`src/rtl/core_pkg.sv`:
```
// core_pkg: shared constants for the fetch front end
package core_pkg;
  localparam int XLEN_DEF = 32;
  localparam logic [31:0] NOP_INSTR = 32'h00000013;
  localparam logic [31:0] RESET_PC_DEF = 32'h0;
endpackage

```
`src/rtl/sync_fifo.sv`:
```
// sync_fifo: flushable ring-buffer FIFO with combinational head read
module sync_fifo #(
  parameter int DEPTH = 4,
  parameter int WIDTH = 64,
  localparam int AW = $clog2(DEPTH),
  localparam int CW = $clog2(DEPTH + 1)
) (
  input  logic             clk,
  input  logic             reset,
  input  logic             flush,
  input  logic             push,
  input  logic             pop,
  input  logic [WIDTH-1:0] wdata,
  output logic [WIDTH-1:0] rdata,
  output logic [CW-1:0]    count
);
  logic [WIDTH-1:0] mem [DEPTH];
  logic [AW-1:0] wptr, rptr;
  always_ff @(posedge clk or posedge reset)
    if (reset) begin
      wptr <= '0;
      rptr <= '0;
      count <= '0;
    end else if (flush) begin
      wptr <= '0;
      rptr <= '0;
      count <= '0;
    end else begin
      if (push) wptr <= wptr + AW'(1);
      if (pop) rptr <= rptr + AW'(1);
      count <= count + CW'(push) - CW'(pop);
    end
  always_ff @(posedge clk)
    if (push && !flush) mem[wptr] <= wdata;
  assign rdata = mem[rptr];
endmodule

```
`src/rtl/instr_prefetch_queue.sv`:
```
// instr_prefetch_queue: in-order instruction prefetch buffer with redirect flush
module instr_prefetch_queue
  import core_pkg::*;
#(
  parameter int XLEN = XLEN_DEF,
  parameter int DEPTH = 4,
  parameter int MAX_OUT = 2,
  parameter logic [XLEN-1:0] RESET_PC = XLEN'(RESET_PC_DEF)
) (
  input  logic            clk,
  input  logic            reset,
  output logic            mem_req_valid,
  input  logic            mem_req_ready,
  output logic [XLEN-1:0] mem_req_addr,
  input  logic            mem_rsp_valid,
  input  logic [31:0]     mem_rsp_data,
  input  logic            de_stall,
  input  logic            ex_pc_src,
  input  logic [XLEN-1:0] ex_pc_target,
  output logic            de_valid,
  output logic [31:0]     de_instr,
  output logic [XLEN-1:0] de_pc,
  output logic [XLEN-1:0] de_pc_plus4
);
  localparam int OW = $clog2(MAX_OUT + 1);
  localparam int QW = $clog2(DEPTH + 1);
  logic [XLEN-1:0] fetch_pc, rsp_pc;
  logic [OW-1:0] live_out, drop_cnt;
  logic [QW-1:0] count;
  logic [31+XLEN:0] head;
  logic fire, rsp_ok, push, pop;
  always_comb begin
    mem_req_valid = ~reset & ~ex_pc_src & (int'(count) + int'(live_out) < DEPTH)
                  & (int'(live_out) + int'(drop_cnt) < MAX_OUT);
    fire = mem_req_valid & mem_req_ready;
    rsp_ok = mem_rsp_valid & ((live_out != '0) | (drop_cnt != '0));
    push = rsp_ok & (drop_cnt == '0) & ~ex_pc_src;
    pop = de_valid & ~de_stall & ~ex_pc_src;
  end
  always_ff @(posedge clk or posedge reset)
    if (reset) begin
      fetch_pc <= RESET_PC;
      rsp_pc <= RESET_PC;
      live_out <= '0;
      drop_cnt <= '0;
    end else if (ex_pc_src) begin
      fetch_pc <= ex_pc_target;
      rsp_pc <= ex_pc_target;
      live_out <= '0;
      // every response still in flight, live or already doomed, must now be discarded
      drop_cnt <= drop_cnt + live_out - OW'(rsp_ok);
    end else begin
      if (fire) fetch_pc <= fetch_pc + XLEN'(4);
      if (push) rsp_pc <= rsp_pc + XLEN'(4);
      live_out <= live_out + OW'(fire) - OW'(push);
      drop_cnt <= drop_cnt - OW'(rsp_ok & (drop_cnt != '0));
    end
  sync_fifo #(.DEPTH(DEPTH), .WIDTH(32 + XLEN)) u_fifo (
    .clk(clk),
    .reset(reset),
    .flush(ex_pc_src),
    .push(push),
    .pop(pop),
    .wdata({mem_rsp_data, rsp_pc}),
    .rdata(head),
    .count(count)
  );
  assign mem_req_addr = fetch_pc;
  assign de_valid = count != '0;
  assign de_instr = de_valid ? head[XLEN+31:XLEN] : NOP_INSTR;
  assign de_pc = de_valid ? head[XLEN-1:0] : '0;
  assign de_pc_plus4 = de_valid ? head[XLEN-1:0] + XLEN'(4) : '0;
  a_rsp_outstanding: assert property (@(posedge clk) disable iff (reset)
    mem_rsp_valid |-> (live_out != '0 || drop_cnt != '0));
endmodule

```
`config.mk`:
```
export PLATFORM = sky130hd
export DESIGN_NAME = instr_prefetch_queue
export DESIGN_NICKNAME = d
export VERILOG_FILES = /design/src/rtl/core_pkg.sv /design/src/rtl/sync_fifo.sv /design/src/rtl/instr_prefetch_queue.sv
export SDC_FILE = /design/constraint.sdc
export NUM_CORES = 1
export LEC_CHECK = 0
export ABC_AREA = 1
export BUFFER_PORTS_ARGS = -buffer_cell sky130_fd_sc_hd__buf_2
export CORE_ASPECT_RATIO = 2
export CORE_UTILIZATION = 50
export DETAILED_ROUTE_END_ITERATION = 12
export PLACE_DENSITY = 0.7
export SETUP_SLACK_MARGIN = 0.1
export SYNTH_ARGS = -nofsm -noshare
export SYNTH_HDL_FRONTEND = slang
export SYNTH_HIERARCHICAL = 1
export SYNTH_SLANG_ARGS = --single-unit
```
`constraint.sdc`:
```
create_clock -name clk -period 5.22 [get_ports clk]
set_input_delay 1.044 -clock clk [delete_from_list [all_inputs] [get_ports clk]]
set_output_delay 1.044 -clock clk [all_outputs]
set_load 0.02 [all_outputs]
```
==> flow_summary.yaml, run 1 <==
outcome:
  status: "completed"
clock_tree:
  cts.repair.resized: 0
  tritoncts.num_buffers: 29
  clock_sinks: 331
  clock_tree.buffer_depth: 3
  clockRootBuffer: "clkbuf_16"
  tritoncts: "done"
  cts.clk_slew.worst_paths_ps: 70
  htree_num_levels: 1
  worst_skew_pair.late_latency_ps: 550
yosys:
  fraction_of_the_yosys_area_taken_by_sequential_cells_pct: 57.18
  share_of_synthesized_flip_flops_with_an_asynchronous_set_or_reset_pct: 22.66
  edff_count_synth: 256
  postSynthNetCount: 1946
  yosys_register_bits: 331
  syn_area_um2: 16730
  ys_warn_count: 6
  syn-instance-count: 1858
  yosys.cell_types.count: 38
  synthDominantAreaCellType: "edfxtp_1"
  postSynthAreaPerCell_um2: 9.002
  yosys.area.top_type_share_pct: 45.96
  synth.top_cells.by_area: "edfxtp_1 (46%), dfrtp_1 (11%), nand2_1 (10%), inv_1 (6.4%), nor2_1 (4.9%)"
  yosys_most_used_dff: "edfxtp_1"
placed_design:
  portBuffers: 199
  gp_routability_congestion: 0.9460
  place_hpwl_um: 29370
floorplanning:
  placementRows: 94
  floorplan.initialDensity_pct: 50.79
  core_area_um2: 32930
  die_y_um: 260.7
  die_w_um: 131.3
  floorplan.die_area_um2: 34230
  io_pins: 200
global_route:
  grt_pass1_wl_um: 65970
  groute.usage.overall_pct: 24.53
  antenna_found_initial: 0
  grt_start_max_net_pins: 127
  globalRoute.totalOverflow: 0
  via_count_of_the_first_global_routing_pass: 12914
timing:
  fin_worst_skew_ps: 16.23
  setup_repair_after_global_routing_missed_its_margin: "false"
  setup-tns-final_ps: 0
  minimum_clock_period_after_layout_ps: 4578
  timing.fmax_mhz: 218.4
  setup_viol: 0
  final-max-slew-violation-count: 0
  timing_hold_violations_final: 0
  headroom_to_the_max_slew_limit_pct: 27.53
  final_min_period_over_clock_period_pct: 87.70
  tightestPinTransition_ps: 1087
worst_setup_path:
  largest_driver_fanout_on_the_critical_path: 98
  arrival_time_at_the_worst_endpoint_ps: 3530
  start_kind: "register"
  cp-end-kind: "output port"
  critPathKind: "register to output port"
  worstPathRequired_ps: 4180
cells_and_area:
  area_used_by_multi_input_combinational_logic_um2: 5627
  sequential_cell_area_um2: 9572
  fillCellCount: 2905
  area_growth_pct: 13.55
  design.final.nets: 2123
  drive_above_1_share_pct: 14.83
  layout.cells.most_common: "nand2_1"
  insertedDiodeCount: 0
  most-common-layout-cells: "nand2_1 (459), inv_1 (285), edfxtp_1 (256)"
  final_core_utilization_pct: 57.67
routing:
  routed_wl_um: 42110
  drt_iter0_drc: 1009
  dr_total_vias: 13261
  avgRoutedWirePerCell_um: 16.92
  detailedRoute.firstPassIterationCount: 5
  drc: 0
  routed_via_density: 5.328
  antenna_left: 0
pwr:
  peak_supply_drop_uv: 298.1
  switching_power_w: 0.002790
  power.share.sequential_pct: 41.1
  power.share.combinational_pct: 30.3
  power_switching_share_pct: 36.16
  pwr-share-clk_pct: 28.6
  power_per_cell_area_nw_per_um2: 406.1
  leakage_nw: 8.273
  cellInternalPower_w: 0.004924
job:
  max_cap_viol_count: 0
worst_hold_path:
  min_path_type: "input pin to async pin"
final timing paths:
| check | start | slack (ps) | cells past startpoint | end |
|---|---|---|---|---|
| worst min register to register | mem_req_addr[1]$_DFFE_PP0P_ | 480 | 2 | mem_req_addr[1]$_DFFE_PP0P_ |
| worst max register to register | drop_cnt[1]$_DFF_PP0_ | 2380 | 6 | u_fifo/mem[3][51]$_DFFE_PP_ |
| worst max-delay path | u_fifo/rptr[1]$_DFFE_PP0P_ | 640 | 11 | de_pc_plus4[20] |
| max in group asynchronous | reset | 3770 | 3 | rsp_pc[28]$_DFFE_PP0N_ |
| worst min-delay path | reset | 450 | 2 | u_fifo/count[1]$_DFF_PP0_ |
| min in group clk | mem_req_addr[1]$_DFFE_PP0P_ | 480 | 2 | mem_req_addr[1]$_DFFE_PP0P_ |
kinds of logic (layout without fill, tap and decap cells):
| group | Yosys count | in the layout | synth area share, % |
|---|---|---|---|
| xor gates and xnor gates | 32 | 32 | 1.676 |
| and+or+nand+nor | 844 | 844 | 20.92 |
| buffers and inverters | 361 | 560 | 9.396 |
| adders and majority gates | 18 | 18 | 1.436 |
| DFF | 331 | 331 | 57.18 |
| AOI/OAI and AO/OA | 272 | 272 | 9.396 |
worst max-delay path, stage by stage (launching register included):
cell and delay [ps]:
dfrtp_4 810, buf_4 430, a21oi_1 140, o21ai_0 100
nand2_1 220, nand4_2 190, nor2_4 230, nand3_1 200
inv_1 120, a21oi_1 60, nor3_1 250, buf_2 230
routing by layer:
layer / vias up / wire length, µm / track usage [%]
li1: 6412 / - / -
met1: 6266 / 15840 / 27.11
met2: 487 / 22340 / 46.63
met3: 96 / 1950 / 2.020
met4: 0 / 1977 / 12.76
met5: - / 0 / 0
power groups by stage:
stage               logic (W)  clock network [W]  registers, W
global route          0.00255            0.00234       0.00319
detailed placement    0.00230                  0       0.00324
CTS                   0.00231            0.00224       0.00319
finish                0.00234            0.00220       0.00317
floorplan             0.00163                  0       0.00318
global placement      0.00226                  0       0.00324
cell usage after synthesis (3+ instances only):
master    instances
buf_4             5
buf_6            20
inv_1           286
o211ai_1         72
a31oi_1           7
nand2_2           4
clkbuf_2          5
o21ai_1          40
o21ai_0          51
inv_2             4
buf_2            33
o21bai_1          4
xor2_1           25
dfrtp_1          75
nand4_1          10
clkbuf_1          6
nand3_1          96
a21oi_1          94
nor2_2            5
nor3_1           28
nand2_1         459
ha_1             16
nand2_4           3
or2_2             8
nor2_4            5
xnor2_1           7
nor2_1          218
edfxtp_1        256
nand3_2           3
sequential cells by signal, summed over array words and instances (netlist names):
register and cells:
rsp_pc 32, u_fifo/count 3, u_fifo/rptr 2, u_fifo/mem 256, live_out 2, drop_cnt 2
u_fifo/wptr 2, mem_req_addr 32
metrics by stage:
stage	setup slack, ps	total power [W]	instances	area, µm²	hold slack, ps
2_1_floorplan	217.6	0.004813	1858	16730	476.3
3_3_place_gp	1158	0.005501	2435	17980	457.4
3_5_place_dp	1099	0.005546	2435	17980	470.4
4_1_cts	505.9	0.007738	2488	18970	447.8
5_1_grt	276.8	0.008080	2489	18990	462.4
6_report	642.2	0.007714	2489	18990	452.0
repair_timing:
action,4_1_cts,5_1_grt
hold buffers,0,0
endpoints found under the setup margin,0,2
buffers inserted,0,1
layout make-up:
type / count / share of cell area, %
clock buffer: 31 / 3.860
clock inverter: 22 / 1.304
tap: 432 / 2.846
sequential: 331 / 50.40
inverter: 291 / 5.751
timing repair buffer: 216 / 6.219
multi-input combinational: 1166 / 29.62
(Power assumes the default switching activity.)
==> run 2, diff against run 1 <==
--- a/config.mk
+++ b/config.mk
@@ -7,7 +7,6 @@
 export LEC_CHECK = 0
 export ABC_AREA = 1
 export BUFFER_PORTS_ARGS = -buffer_cell sky130_fd_sc_hd__buf_2
-export CORE_ASPECT_RATIO = 2
 export CORE_UTILIZATION = 50
 export DETAILED_ROUTE_END_ITERATION = 12
 export PLACE_DENSITY = 0.7
==> run 2 against run 1 <==
  * Clock skew decreased by 5.9 ps
  * Sequential cell count unchanged
  * Utilization increased by 0.97 points
  * Non-clock buffer count decreased by 3
  * Critical path type unchanged
  * Highest routed layer unchanged
==> flow_summary.yaml, run 2 (synthesis results as in run 1) <==
clock_tree:
  tritoncts: "done"
  clock_tree.buffer_depth: 3
  worst_skew_pair.late_latency_ps: 520
  cts_hold_buffers: 0
  clock_sinks: 331
  cts.repair.resized: 0
  cts_setup_buffers: 0
  htree_num_levels: 2
  clockRootBuffer: "clkbuf_16"
  cts.clk_slew.worst_paths_ps: 60
  tritoncts.num_buffers: 36
routing:
  dr_total_vias: 12939
  antenna_left: 0
  avgRoutedWirePerCell_um: 15.87
  met1_length_um: 17900
  drt_iter0_drc: 1069
  routed_wl_um: 39840
  routed_via_density: 5.155
  wire_length_on_met2_um: 18050
  top_layer: "met4"
  detailedRoute.firstPassIterationCount: 5
  drc: 0
  detailroute.wirelength.met3_um: 2998
worst_setup_path:
  start_kind: "register"
  critPathKind: "register to output port"
  timing.rr.start: "drop_cnt[1]$_DFF_PP0_"
  critPathMaxStageDelay_ps: 1050
  arrival_time_at_the_worst_endpoint_ps: 3650
  path_common_cell: "nand2_1"
  cp-startpoint: "u_fifo/rptr[1]$_DFFE_PP0P_"
  worstPathRequired_ps: 4180
  timing.critical_path.cells: "buf_4, o211ai_1, nand2_1, inv_1, nor3_1, nand2_1, nor2_1, nand2_1, xor2_1, nor2_1, buf_2"
  endpoint: "de_pc_plus4[27]"
  worstReg2RegEnd: "u_fifo/mem[3][26]$_DFFE_PP_"
  largest_driver_fanout_on_the_critical_path: 91
  r2r.worst_path.cells: 7
  slowest_stage: "dfrtp_4"
  r2r_slack_ps: 2330
  cp-end-kind: "output port"
cells_and_area:
  final_core_utilization_pct: 58.64
  design.final.nets: 2127
  largest-register: "u_fifo/mem"
  area_growth_pct: 14.65
  drive_above_1_share_pct: 15.05
  most-common-layout-cells: "nand2_1 (459), inv_1 (285), edfxtp_1 (256)"
  largest_reg_flops: 256
  fillCellCount: 2870
  layout.cells.most_common: "nand2_1"
placed_design:
  place_hpwl_um: 27010
  portBuffers: 199
  gp_routability_congestion: 0.9010
timing:
  setup_repair_after_global_routing_missed_its_margin: "false"
  setup_viol: 0
  headroom_to_the_max_slew_limit_pct: 31.40
  timing.fmax_mhz: 213.1
  minimum_clock_period_after_layout_ps: 4692
  timing_hold_violations_final: 0
  final-max-slew-violation-count: 0
  setup-tns-final_ps: 0
  fin_worst_skew_ps: 10.33
  tightestPinTransition_ps: 1029
  final_min_period_over_clock_period_pct: 89.89
global_route:
  groute.usage.overall_pct: 23.49
  grt_pass1_wl_um: 62710
  via_count_of_the_first_global_routing_pass: 12023
  globalRoute.totalOverflow: 0
  antenna_found_initial: 1
  grt_start_max_net_pins: 105
pwr:
  cellInternalPower_w: 0.005111
  power.share.combinational_pct: 28.9
  power_switching_share_pct: 36.10
  power_per_cell_area_nw_per_um2: 417.1
  leakage_nw: 8.356
  pwr-share-clk_pct: 31.3
  switching_power_w: 0.002887
  peak_supply_drop_uv: 386.5
  power.share.sequential_pct: 39.8
floorplanning:
  die_y_um: 184.9
  floorplan.die_area_um2: 34190
  die_w_um: 184.9
  core_area_um2: 32700
  floorplan.initialDensity_pct: 51.15
  io_pins: 200
  placementRows: 66
worst_hold_path:
  min_path_type: "input pin to async pin"
job:
  max_cap_viol_count: 0
outcome:
  status: "completed"
-- run 2: changes by cell type in the layout (fill, tap and decap cells not counted), moves of 2 or more --
cell       change
clkinv_1       +3
clkinv_8       +2
clkbuf_16      +7
bufinv_16      -2
buf_4          -3
inv_6          +3
-- run 2: worst min-delay path by stage --
stage	startpoint	to	slack (ps)	cells after the start
6_report	reset	u_fifo/count[2]$_DFF_PP0_	470	2
4_1_cts	reset	u_fifo/count[2]$_DFF_PP0_	460	2
3_3_place_gp	mem_req_addr[1]$_DFFE_PP0P_	mem_req_addr[1]$_DFFE_PP0P_	450	2
3_5_place_dp	mem_req_addr[1]$_DFFE_PP0P_	mem_req_addr[1]$_DFFE_PP0P_	470	2
2_1_floorplan	rsp_pc[0]$_DFFE_PP0P_	u_fifo/mem[0][0]$_DFFE_PP_	480	0
5_1_grt	reset	u_fifo/count[2]$_DFF_PP0_	470	2
-- run 2: final cells by class --
cell class	count	area [µm²]	share of cell area, %
antenna	1	2.502	0.01305
clock buffer	40	925.9	4.828
clock inverter	26	254.0	1.324
inverter	291	1092	5.696
multi-input combinational	1166	5627	29.34
sequential	331	9572	49.91
tap	442	553.0	2.884
timing repair buffer	213	1151	6.002
-- run 2: layer usage --
| metal | vias to the layer above | GRT usage [%] |
|---|---|---|
| li1 | 6432 | - |
| met1 | 5976 | 32.72 |
| met2 | 477 | 38.11 |
| met3 | 54 | 3.637 |
| met4 | 0 | 6.711 |
| met5 | - | 0 |
-- run 2: worst max-delay path, delay by kind of cell, from the launching register on --
family,cells,cell delay (ps)
buf+inv,3,810
simple gates,6,820
xor+xnor,1,160
compound gates,1,150
flops,1,1050
-- run 2: metrics by stage --
stage,worst slack [ps],total power (W),std cells,area [µm²],hold slack (ps)
2_1_floorplan,217.6,0.004813,1858,16730,476.3
3_3_place_gp,1171,0.005510,2443,17990,454.8
3_5_place_dp,1143,0.005545,2443,17990,472.7
4_1_cts,569.3,0.008051,2509,19170,460.9
5_1_grt,212.2,0.008415,2510,19180,472.7
6_report,528.0,0.007998,2510,19180,470.5
-- run 2: power by group through the flow --
stage | clock network (W) | logic (W) | registers (W)
3_3_place_gp | 0 | 0.00228 | 0.00323
3_5_place_dp | 0 | 0.00231 | 0.00323
2_1_floorplan | 0 | 0.00163 | 0.00318
5_1_grt | 0.00265 | 0.00255 | 0.00321
6_report | 0.00250 | 0.00232 | 0.00318
4_1_cts | 0.00255 | 0.00232 | 0.00318
